==> src/rtl/clock_set_ctrl.sv <==
// clock_set_ctrl
//
// Time-setting controller for the digital clock. Turns keypad events into an
// hour -> minute -> second edit session on shadow registers, then commits the
// edited time to the time counter with a one-cycle load strobe. Also drives the
// display mux (edit-mode select, selected field, blink gate).
//
// Ports:
//   clk, reset           system clock, synchronous active-high reset
//   key_valid, key_code  key strobe (edge-detected here) and 4-bit key id
//   tick_1hz             one-cycle pulse per second (timeout and blink base)
//   cur_hour/min/sec     running time, snapshotted when an edit session opens
//   editing              high while a SET state is active
//   sel_field            0 none, 1 hour, 2 minute, 3 second
//   blink                1 = selected field visible, 0 = blanked
//   edit_hour/min/sec    shadow time being edited
//   time_load            one-cycle commit strobe for the time counter
module clock_set_ctrl #(
    parameter int unsigned TIMEOUT_S = 10  // legal 1..63
) (
    input  logic       clk,
    input  logic       reset,
    input  logic       key_valid,
    input  logic [3:0] key_code,
    input  logic       tick_1hz,
    input  logic [4:0] cur_hour,
    input  logic [5:0] cur_min,
    input  logic [5:0] cur_sec,
    output logic       editing,
    output logic [1:0] sel_field,
    output logic       blink,
    output logic [4:0] edit_hour,
    output logic [5:0] edit_min,
    output logic [5:0] edit_sec,
    output logic       time_load
);

    typedef enum logic [2:0] {
        StIdle,
        StSetH,
        StSetM,
        StSetS,
        StCommit
    } state_e;

    localparam logic [3:0] KeyMode  = 4'h1;
    localparam logic [3:0] KeyUp    = 4'h2;
    localparam logic [3:0] KeyDown  = 4'h3;
    localparam logic [3:0] KeyEnter = 4'h4;
    localparam logic [3:0] KeyEsc   = 4'hF;

    localparam logic [5:0] TimeoutLimit = 6'(TIMEOUT_S);

    state_e     state_q, state_d;
    logic       key_valid_q, key_valid_d;
    logic [5:0] timeout_q, timeout_d;
    logic       blink_q, blink_d;
    logic [4:0] edit_hour_q, edit_hour_d;
    logic [5:0] edit_min_q, edit_min_d;
    logic [5:0] edit_sec_q, edit_sec_d;
    logic       editing_q, editing_d;
    logic [1:0] sel_field_q, sel_field_d;
    logic       time_load_q, time_load_d;

    logic       key_event;
    logic       key_known;
    logic [5:0] timeout_inc;

    always_comb begin
        key_event   = key_valid & ~key_valid_q;
        timeout_inc = timeout_q + 6'd1;

        // Only recognised codes count as activity; others must not restart the timeout.
        case (key_code)
            KeyMode, KeyUp, KeyDown, KeyEnter, KeyEsc: key_known = key_event;
            default:                                   key_known = 1'b0;
        endcase

        state_d     = state_q;
        key_valid_d = key_valid;
        timeout_d   = timeout_q;
        blink_d     = blink_q;
        edit_hour_d = edit_hour_q;
        edit_min_d  = edit_min_q;
        edit_sec_d  = edit_sec_q;

        case (state_q)
            StIdle: begin
                if (key_event && key_code == KeyMode) begin
                    edit_hour_d = cur_hour;
                    edit_min_d  = cur_min;
                    edit_sec_d  = cur_sec;
                    state_d     = StSetH;
                    timeout_d   = 6'd0;
                    blink_d     = 1'b1;
                end
            end
            StSetH, StSetM, StSetS: begin
                if (key_known) begin
                    // Key beats a coincident tick, including the terminal one.
                    timeout_d = 6'd0;
                    blink_d   = 1'b1;
                    case (key_code)
                        KeyMode: begin
                            case (state_q)
                                StSetH:  state_d = StSetM;
                                StSetM:  state_d = StSetS;
                                default: state_d = StSetH;
                            endcase
                        end
                        KeyUp: begin
                            case (state_q)
                                StSetH: edit_hour_d = (edit_hour_q >= 5'd23) ? 5'd0
                                                                             : edit_hour_q + 5'd1;
                                StSetM: edit_min_d  = (edit_min_q >= 6'd59) ? 6'd0
                                                                            : edit_min_q + 6'd1;
                                default: edit_sec_d = (edit_sec_q >= 6'd59) ? 6'd0
                                                                            : edit_sec_q + 6'd1;
                            endcase
                        end
                        KeyDown: begin
                            case (state_q)
                                StSetH: edit_hour_d = (edit_hour_q == 5'd0 || edit_hour_q > 5'd23)
                                                      ? 5'd23 : edit_hour_q - 5'd1;
                                StSetM: edit_min_d  = (edit_min_q == 6'd0 || edit_min_q > 6'd59)
                                                      ? 6'd59 : edit_min_q - 6'd1;
                                default: edit_sec_d = (edit_sec_q == 6'd0 || edit_sec_q > 6'd59)
                                                      ? 6'd59 : edit_sec_q - 6'd1;
                            endcase
                        end
                        KeyEnter: state_d = StCommit;
                        default:  state_d = StIdle;  // ESC
                    endcase
                end else if (tick_1hz) begin
                    blink_d = ~blink_q;
                    if (timeout_inc == TimeoutLimit) begin
                        state_d   = StIdle;
                        timeout_d = 6'd0;
                    end else begin
                        timeout_d = timeout_inc;
                    end
                end
            end
            StCommit: begin
                // edit_* held; keys arriving here are dropped.
                state_d = StIdle;
            end
            default: begin
                state_d = StIdle;
            end
        endcase

        // Outputs are registered from the next state so they line up with state_q.
        editing_d   = 1'b0;
        sel_field_d = 2'd0;
        time_load_d = 1'b0;
        case (state_d)
            StSetH: begin
                editing_d   = 1'b1;
                sel_field_d = 2'd1;
            end
            StSetM: begin
                editing_d   = 1'b1;
                sel_field_d = 2'd2;
            end
            StSetS: begin
                editing_d   = 1'b1;
                sel_field_d = 2'd3;
            end
            StCommit: begin
                time_load_d = 1'b1;
                blink_d     = 1'b1;
            end
            default: begin
                blink_d = 1'b1;
            end
        endcase
    end

    always_ff @(posedge clk) begin
        if (reset) begin
            state_q     <= StIdle;
            key_valid_q <= 1'b0;
            timeout_q   <= 6'd0;
            blink_q     <= 1'b1;
            edit_hour_q <= 5'd0;
            edit_min_q  <= 6'd0;
            edit_sec_q  <= 6'd0;
            editing_q   <= 1'b0;
            sel_field_q <= 2'd0;
            time_load_q <= 1'b0;
        end else begin
            state_q     <= state_d;
            key_valid_q <= key_valid_d;
            timeout_q   <= timeout_d;
            blink_q     <= blink_d;
            edit_hour_q <= edit_hour_d;
            edit_min_q  <= edit_min_d;
            edit_sec_q  <= edit_sec_d;
            editing_q   <= editing_d;
            sel_field_q <= sel_field_d;
            time_load_q <= time_load_d;
        end
    end

    assign editing   = editing_q;
    assign sel_field = sel_field_q;
    assign blink     = blink_q;
    assign edit_hour = edit_hour_q;
    assign edit_min  = edit_min_q;
    assign edit_sec  = edit_sec_q;
    assign time_load = time_load_q;

endmodule

==> config.mk <==
export PLATFORM = sky130hd
export DESIGN_NAME = clock_set_ctrl
export DESIGN_NICKNAME = d
export VERILOG_FILES = /design/src/rtl/clock_set_ctrl.sv
export SDC_FILE = /design/constraint.sdc
export NUM_CORES = 1
export LEC_CHECK = 0
export BUFFER_PORTS_ARGS = -buffer_cell sky130_fd_sc_hd__buf_2
export CORE_ASPECT_RATIO = 1.75
export CORE_MARGIN = 10
export CORE_UTILIZATION = 49
export DETAILED_ROUTE_END_ITERATION = 8
export HOLD_SLACK_MARGIN = 0.03
export MAX_ROUTING_LAYER = met4
export PLACE_DENSITY_LB_ADDON = 0.2
export SLEW_MARGIN = 5
export SYNTH_ARGS = -nofsm -noshare
export SYNTH_HDL_FRONTEND = slang
export SYNTH_SLANG_ARGS = --single-unit
export TNS_END_PERCENT = 100
==> constraint.sdc <==
create_clock -name clk -period 2.71 [get_ports clk]
set_clock_uncertainty 0.1 [all_clocks]
set_input_delay 0.542 -clock clk [delete_from_list [all_inputs] [get_ports clk]]
set_output_delay 0.542 -clock clk [all_outputs]
set_load 0.005 [all_outputs]
==> results_dict.tcl, run 1 <==
set metrics [dict create \
    port_buffers 46 \
    die_w_um 74.84 \
    async_reset_ff_share_pct 0 \
    synth-seq-area-share_pct 24.84 \
    fin_crit_sh_pct 84.23 \
    ioPinCount 47 \
    clk_latency_ns 0.28 \
    path_class "register to register" \
    min_from "key_valid" \
    cts_max_level 2 \
    maxCapViolations 0 \
    leakage_nw 1.147 \
    synthAdderAreaFrac_pct 4.852 \
    worstRegToRegCells 6 \
    ctsResizeCount 0 \
    synth_compound_area_share_pct 34.64 \
    cts.sink_count 32 \
    finalNetCount 401 \
    cts.clk_slew.worst_paths_ns 0.07 \
    core-area_sq_um 5020 \
    viasPerCell 6.473 \
    hold_buffers 0 \
    drc 0 \
    drive_above_1_share_pct 21.25 \
    fin_util_pct 57.93 \
    setup_viol 0 \
    synthMuxAreaShare_pct 0.3882 \
    tightest_slew_ns 0.8467 \
    synthXorXnorAreaFrac_pct 2.377 \
    netlist_instances 333 \
    gr-total-overflow 0 \
    tritoncts "yes" \
    critPathArrivalTime_ns 2.36 \
    final_hold_viol_count 0 \
    timing.rr.end "edit_min[3]" \
    drtIter0Drc 196 \
    cts_buffers 5 \
    synth_cell_types 64 \
    syn_nets 368 \
    dieArea_sq_um 8679 \
    start_util_pct 51.37 \
    syn-mean-instance-area_sq_um 7.744 \
    slew_headroom_pct 43.31 \
    fmax_mhz 438.1 \
    hold_path_depth 2 \
    critical_path.startpoint_type "register" \
    layout_commonest_cell "buf_2" \
    grt_pass1_wl_um 12370 \
    drt_wl_total_um 7313 \
    r2r_start "edit_min[0]" \
    synthFlopType "dfxtp_1" \
    wl_per_cell_um 17.37 \
    setup_tns_ns 0 \
    clockBufferDepth 2 \
    dp_hpwl_um 5392 \
    synth_edf_count 0 \
    cts_setup_buffers 0 \
    drt_first_pass_iters 4 \
    antenna_found_initial 0 \
    status "complete, no violations" \
    final_cell_mix "46 x buf_2, 32 x dfxtp_1, 28 x a21oi_1" \
    yosysWarnings 0 \
    grt_max_degree 24 \
    die_h_um 116.0 \
    min_to "key_valid_q" \
    synth_seq_cells 32 \
    end_kind "register" \
    min_path_type "input pin to register" \
    grt_pass1_vias 2674 \
    critPathRequiredTime_ns 2.79 \
    routabilityCongestion 0.9056 \
    synth_top_family_by_area "compound AO/OA/AOI/OAI gates" \
    power_density_nw_per_um2 342.6 \
    vias 2725 \
    syn_to_final_growth_pct 12.76 \
    cts-root-buf "clkbuf_8" \
    r2r_setup_slack_ns 0.43 \
    peakVddDrop_mv 0.3241 \
    row_count 34 \
    grt_usage_pct 17.71 \
    crit_path_max_fanout 9 \
    drtAntennaViolNets 0 \
    synth_area_sq_um 2579 \
    finalCriticalPeriod_ns 2.283 \
    n_antenna_cell 0 \
    report.final.slew_viol_count 0 \
    rsz0062_at_grt "false" \
    synth-simple-area-share_pct 25.57 \
]
-- per-layer routing --
| metal | GRT usage, % | vias to the layer above | share of wire (%) |
|---|---|---|---|
| met4 | 5.838 | 0 | 1.4 |
| met3 | 3.596 | 9 | 5.7 |
| met5 | - | - | 0 |
| li1 | - | 1334 | - |
| met2 | 30.98 | 71 | 54 |
| met1 | 19.09 | 1311 | 39 |
-- through the flow --
step / instances / hold slack [ns] / power, W / setup slack, ns / area, sq um
global placement: 413 / 0.4118 / 0.0006156 / 0.3947 / 2815
floorplan: 333 / 0.3992 / 0.0005710 / 0.5777 / 2579
global route: 421 / 0.4139 / 0.001034 / 0.2686 / 2908
detailed placement: 413 / 0.4271 / 0.0006172 / 0.3416 / 2815
finish: 421 / 0.4185 / 0.0009962 / 0.4275 / 2908
CTS: 421 / 0.4050 / 0.001000 / 0.4459 / 2908
-- registers in the layout, summed over array words and instances, names as in the netlist --
register	count
key_valid_q	1
sel_field	2
state_q	3
time_load	1
edit_min	6
blink	1
timeout_q	6
edit_sec	6
editing	1
edit_hour	5
-- synthesized netlist by cell type (5+ instances only) --
| master | n | area share, % |
|---|---|---|
| dfxtp_1 | 32 | 25 |
| a21oi_1 | 28 | 5.4 |
| nand2_1 | 26 | 3.8 |
| nor2_1 | 25 | 3.6 |
| o21ai_0 | 19 | 3.7 |
| nand3_1 | 16 | 3.1 |
| clkbuf_1 | 15 | 2.2 |
| inv_1 | 12 | 1.7 |
| buf_2 | 10 | 1.9 |
| ha_1 | 10 | 4.9 |
| o211ai_1 | 10 | 2.9 |
| nor3_1 | 8 | 1.6 |
| nor2b_1 | 7 | 1.7 |
| a31oi_1 | 6 | 1.5 |
| a211oi_1 | 5 | 1.5 |
| nor3b_1 | 5 | 1.5 |
| o221ai_1 | 5 | 1.7 |
-- area by class of cell --
cell class	instances	area, sq um
fillers	492	2112
inverters	12	45.04
clock buffers	6	82.58
flip-flops and latches	32	640.6
multi-input cells	260	1764
repair buffers	55	297.8
clock inverters	2	10.01
well taps	54	67.56
-- power by group --
part	leakage (nW)	switching, W	internal, W	total [W]
registers	0.258	0.00000958	0.000475	0.000484
clock network	0.0510	0.000185	0.000203	0.000388
logic	0.838	0.0000717	0.0000521	0.000124
total	1.15	0.000267	0.000729	0.000996
-- cells by family after synthesis --
group,count (synthesis)
AND/OR/NAND/NOR,122
AO/OA/AOI/OAI,120
buffers and inverters,41
flip-flops,32
adder cells (fa/ha/maj),10
XOR/XNOR,7
multiplexers,1
-- critical path, stage by stage (launching register included) --
cell	delay (ns)
dfxtp_1	0.48
inv_1	0.13
ha_1	0.21
a32oi_1	0.50
a21oi_1	0.12
or4_1	0.42
a32o_1	0.21
-- how the worst max path moves through the flow --
stage                            from     endpoint  slack (ns)  depth (start not counted)
after floorplan           key_code[0]        blink        0.58                          6
after global placement    key_code[1]  edit_sec[4]        0.39                          6
after detailed placement  key_code[1]  edit_sec[1]        0.34                          6
after CTS                 edit_min[0]  edit_min[3]        0.45                          6
after global routing      edit_min[0]  edit_min[3]        0.27                          6
final                     edit_min[0]  edit_min[3]        0.43                          6
No activity file was read; power rests on OpenSTA's default activity.
==> inputs of run 2 (changes only) <==
- clock period: 2.71 -> 2.33 ns (I/O delays scaled with it)
==> results_dict.tcl, run 2 (synthesized netlist as in run 1, its figures left out) <==
set metrics [dict create \
    cp_slowest_cell "or4b_1" \
    drtAntennaViolNets 0 \
    fin_cells 429 \
    antenna_found_initial 0 \
    tritoncts "yes" \
    clockBufferDepth 2 \
    syn_to_final_growth_pct 16.01 \
    cts.sink_count 32 \
    die_w_um 74.84 \
    cts-root-buf "clkbuf_8" \
    cts_setup_buffers 0 \
    peakVddDrop_mv 0.2733 \
    crit_top_cell "o22ai_1" \
    wl_per_cell_um 16.97 \
    cts.clk_slew.worst_paths_ns 0.07 \
    grt_pass1_wl_um 12360 \
    routabilityCongestion 0.8737 \
    port_buffers 46 \
    gr-total-overflow 0 \
    cts_max_level 2 \
    seq_area_sq_um 640.6 \
    viasPerCell 6.424 \
    rsz0062_at_grt "false" \
    grt_max_degree 23 \
    n_antenna_cell 0 \
    vias 2756 \
    start_util_pct 51.37 \
    row_count 34 \
    setup_viol 0 \
    slew_headroom_pct 49.62 \
    drc 0 \
    drtIter0Drc 194 \
    final_hold_viol_count 0 \
    die_h_um 116.0 \
    critical_path.startpoint_type "register" \
    drive_above_1_share_pct 22.93 \
    multiInputGateArea_sq_um 1764 \
    fillers 502 \
    hold_buffers 0 \
    dieArea_sq_um 8679 \
    dp.cells 422 \
    finalNetCount 410 \
    tightest_slew_ns 0.7524 \
    fmax_mhz 465.4 \
    leakage_nw 1.193 \
    cts_buffers 5 \
    clk_latency_ns 0.29 \
    layout_commonest_cell "buf_2" \
    critPathArrivalTime_ns 2.21 \
    grt_usage_pct 17.94 \
    drt_wl_total_um 7279 \
    ioPinCount 47 \
    dp_hpwl_um 5478 \
    path_class "register to register" \
    crit_path_max_fanout 6 \
    critPathRequiredTime_ns 2.39 \
    status "complete, no violations" \
    min_path_type "input pin to register" \
    report.final.slew_viol_count 0 \
    final_cell_mix "46 x buf_2, 32 x dfxtp_1, 28 x a21oi_1" \
    power_density_nw_per_um2 397.8 \
    fin_crit_sh_pct 92.22 \
    setup_tns_ns 0 \
    end_kind "register" \
    grt_pass1_vias 2653 \
    core-area_sq_um 5020 \
    holdWs_ns 0.3374 \
    maxCapViolations 0 \
    path_cells "ha_1, or4b_1, o22ai_1, a31oi_1, o22ai_1, a21oi_1" \
    drt_first_pass_iters 6 \
    finalCriticalPeriod_ns 2.149 \
    ctsResizeCount 0 \
    worst_path_largest_cell_delay_ns 0.47 \
]
run 2: cell count changes in the layout (fill, tap and decap cells not counted):
cell and delta:
buf_4 +8, clkinv_2 -2, buf_12 +1, clkbuf_8 +1
run 2: per-layer routing:
metal  share of wire (%)  global-route usage (%)  vias to the layer above
met5                   0                       -                        -
met4                 1.5                   6.218                        0
met3                 5.3                   3.253                       13
met2                  53                   31.21                       62
met1                  40                   19.60                     1321
li1                    -                       -                     1360
run 2: worst paths after layout:
| kind | from | end | slack, ns | depth (start not counted) |
|---|---|---|---|---|
| worst max-delay path | timeout_q[0] | editing | 0.18 | 6 |
| worst min-delay path | cur_sec[0] | edit_sec[0] | 0.34 | 3 |
| worst max register to register | timeout_q[0] | editing | 0.18 | 6 |
| worst min register to register | timeout_q[1] | timeout_q[1] | 0.45 | 2 |
run 2: through the flow:
step	instance area, sq um	util [%]	total power [W]	worst slack, ns
after floorplan	2579	-	0.0006642	0.2737
after global placement	2895	57.68	0.0007208	0.1771
after detailed placement	2895	57.68	0.0007235	0.08189
after CTS	2992	59.60	0.001195	0.2024
after global routing	2992	59.60	0.001247	0.003950
final	2992	59.60	0.001190	0.1813
run 2: cell type report:
cell class,instances,share of cell area (%)
multi-input cells,260,58.97
flip-flops and latches,32,21.41
repair buffers,64,12.63
clock buffers,7,3.220
well taps,54,2.258
inverters,12,1.506
run 2: worst max-delay path: cells and delay by family (launching register included):
kind / cells / cell delay (ns)
simple gates: 1 / 0.47
fa+ha+maj: 1 / 0.19
flops: 1 / 0.41
compound gates: 4 / 0.85
run 2: report_power, final:
part           switching, W  leakage [nW]  internal [W]
Combinational     0.0000848         0.885     0.0000644
Clock              0.000214        0.0503      0.000263
Sequential        0.0000108         0.258      0.000552
==> inputs of run 3 (changes only) <==
- CORE_MARGIN: 10 -> 3
- CORE_UTILIZATION: 49 -> 50
==> results_dict.tcl, run 3 (synthesized netlist as in run 1, its figures left out) <==
set metrics [dict create \
    cts.clk_slew.worst_paths_ns 0.07 \
    p_clk_share_pct 39.6 \
    die_h_um 101 \
    worstRegToRegCells 6 \
    finalCriticalPeriod_ns 2.135 \
    core-area_sq_um 4977 \
    leakage_nw 1.198 \
    cp_top_family "compound AO/OA/AOI/OAI gates" \
    fillers 480 \
    switchingPower_w 0.0003027 \
    final_cell_mix "46 x buf_2, 32 x dfxtp_1, 28 x a21oi_1" \
    timing.rr.end "editing" \
    ctsResizeCount 0 \
    grt_usage_pct 25.43 \
    setup_tns_ns 0 \
    drive_above_1_share_pct 22.93 \
    cts_max_level 2 \
    cts-root-buf "clkbuf_8" \
    grt_pass1_wl_um 11830 \
    place_ws_ns 0.1301 \
    p_seq_share_pct 47.5 \
    path_cells "ha_1, or4b_1, o22ai_1, a311oi_1, mux2i_1, a21oi_1" \
    finalNetCount 410 \
    layout_commonest_cell "buf_2" \
    peakVddDrop_mv 0.3529 \
    min_to "key_valid_q" \
    cp_slowest_cell "or4b_1" \
    start_util_pct 51.81 \
    viasPerCell 6.413 \
    setup_viol 0 \
    worst_path_largest_cell_delay_ns 0.46 \
    crit_path_max_fanout 6 \
    drt_wl_total_um 7128 \
    clk_latency_ns 0.28 \
    drc 0 \
    p_comb_share_pct 12.9 \
    routabilityCongestion 0.8824 \
    dp_hpwl_um 5217 \
    layout_setup_ws_ns 0.1950 \
    critPathArrivalTime_ns 2.19 \
    drt_first_pass_iters 4 \
    maxCapViolations 0 \
    hold_buffers 0 \
    fmax_mhz 468.4 \
    slew_headroom_pct 64.16 \
    min_from "key_valid" \
    gr-total-overflow 0 \
    final_hold_viol_count 0 \
    rsz0062_at_grt "false" \
    clockBufferDepth 2 \
    ioPinCount 47 \
    cts_setup_buffers 0 \
    grt_max_degree 25 \
    p_sw_share_pct 25.56 \
    cts_buffers 5 \
    power_density_nw_per_um2 394.1 \
    row_count 34 \
    critical_path.startpoint_type "register" \
    status "complete, no violations" \
    path_class "register to register" \
    drtAntennaViolNets 0 \
    end_kind "register" \
    hold_path_depth 2 \
    cts.sink_count 32 \
    dieArea_sq_um 6089 \
    port_buffers 46 \
    vias 2751 \
    r2r_setup_slack_ns 0.19 \
    critical_path_buf_inv_count 0 \
    drtIter0Drc 153 \
    syn_to_final_growth_pct 16.50 \
    grt_pass1_vias 2681 \
    antenna_found_initial 0 \
    tightest_slew_ns 0.5376 \
    report.final.slew_viol_count 0 \
    p_int_w 0.0008813 \
    critPathRequiredTime_ns 2.39 \
    n_antenna_cell 0 \
    min_path_type "input pin to register" \
    wl_per_cell_um 16.62 \
    die_w_um 60.29 \
    r2r_start "timeout_q[0]" \
    fin_crit_sh_pct 91.63 \
    tritoncts "yes" \
]
run 3: worst max-delay path by stage:
stage	from	end	slack [ns]	depth (start not counted)
after CTS	timeout_q[0]	editing	0.18	6
after floorplan	key_code[0]	blink	0.27	6
after global routing	timeout_q[0]	editing	0.02	6
after global placement	key_code[3]	editing	0.18	6
after detailed placement	key_code[3]	editing	0.13	6
final	timeout_q[0]	editing	0.19	6
run 3: through the flow:
step	utilization (%)	cell area (sq um)	hold WS [ns]	power, W	cells
floorplan	-	2579	0.3992	0.0006642	333
global placement	58.42	2908	0.4209	0.0007233	422
detailed placement	58.42	2908	0.4332	0.0007261	422
CTS	60.36	3004	0.3305	0.001197	429
global route	60.36	3004	0.3527	0.001238	429
finish	60.36	3004	0.3353	0.001184	429
run 3: final cells by class:
type                            count  area, sq um  area share [%]
Timing Repair Buffer               64        390.4           12.99
Sequential cell                    32        640.6           21.32
Tap cell                           54        67.56           2.249
Clock buffer                        7        96.34           3.207
Inverter                           12        45.04           1.499
Multi-Input combinational cell    260         1764           58.73
run 3: routing by layer:
| metal | up-vias | GRT usage [%] | routed length (um) |
|---|---|---|---|
| met5 | - | - | 0 |
| met1 | 1280 | 26.41 | 2787 |
| met4 | 0 | 12.46 | 212 |
| li1 | 1356 | - | - |
| met3 | 19 | 5.000 | 390 |
| met2 | 96 | 44.00 | 3738 |
run 3: power groups by stage:
stage | combinational, W | clock (W) | sequential [W]
after floorplan | 0.0000945 | 0 | 0.000570
after global placement | 0.000148 | 0 | 0.000575
after detailed placement | 0.000151 | 0 | 0.000575
after CTS | 0.000152 | 0.000482 | 0.000563
after global routing | 0.000167 | 0.000506 | 0.000564
final | 0.000153 | 0.000468 | 0.000563
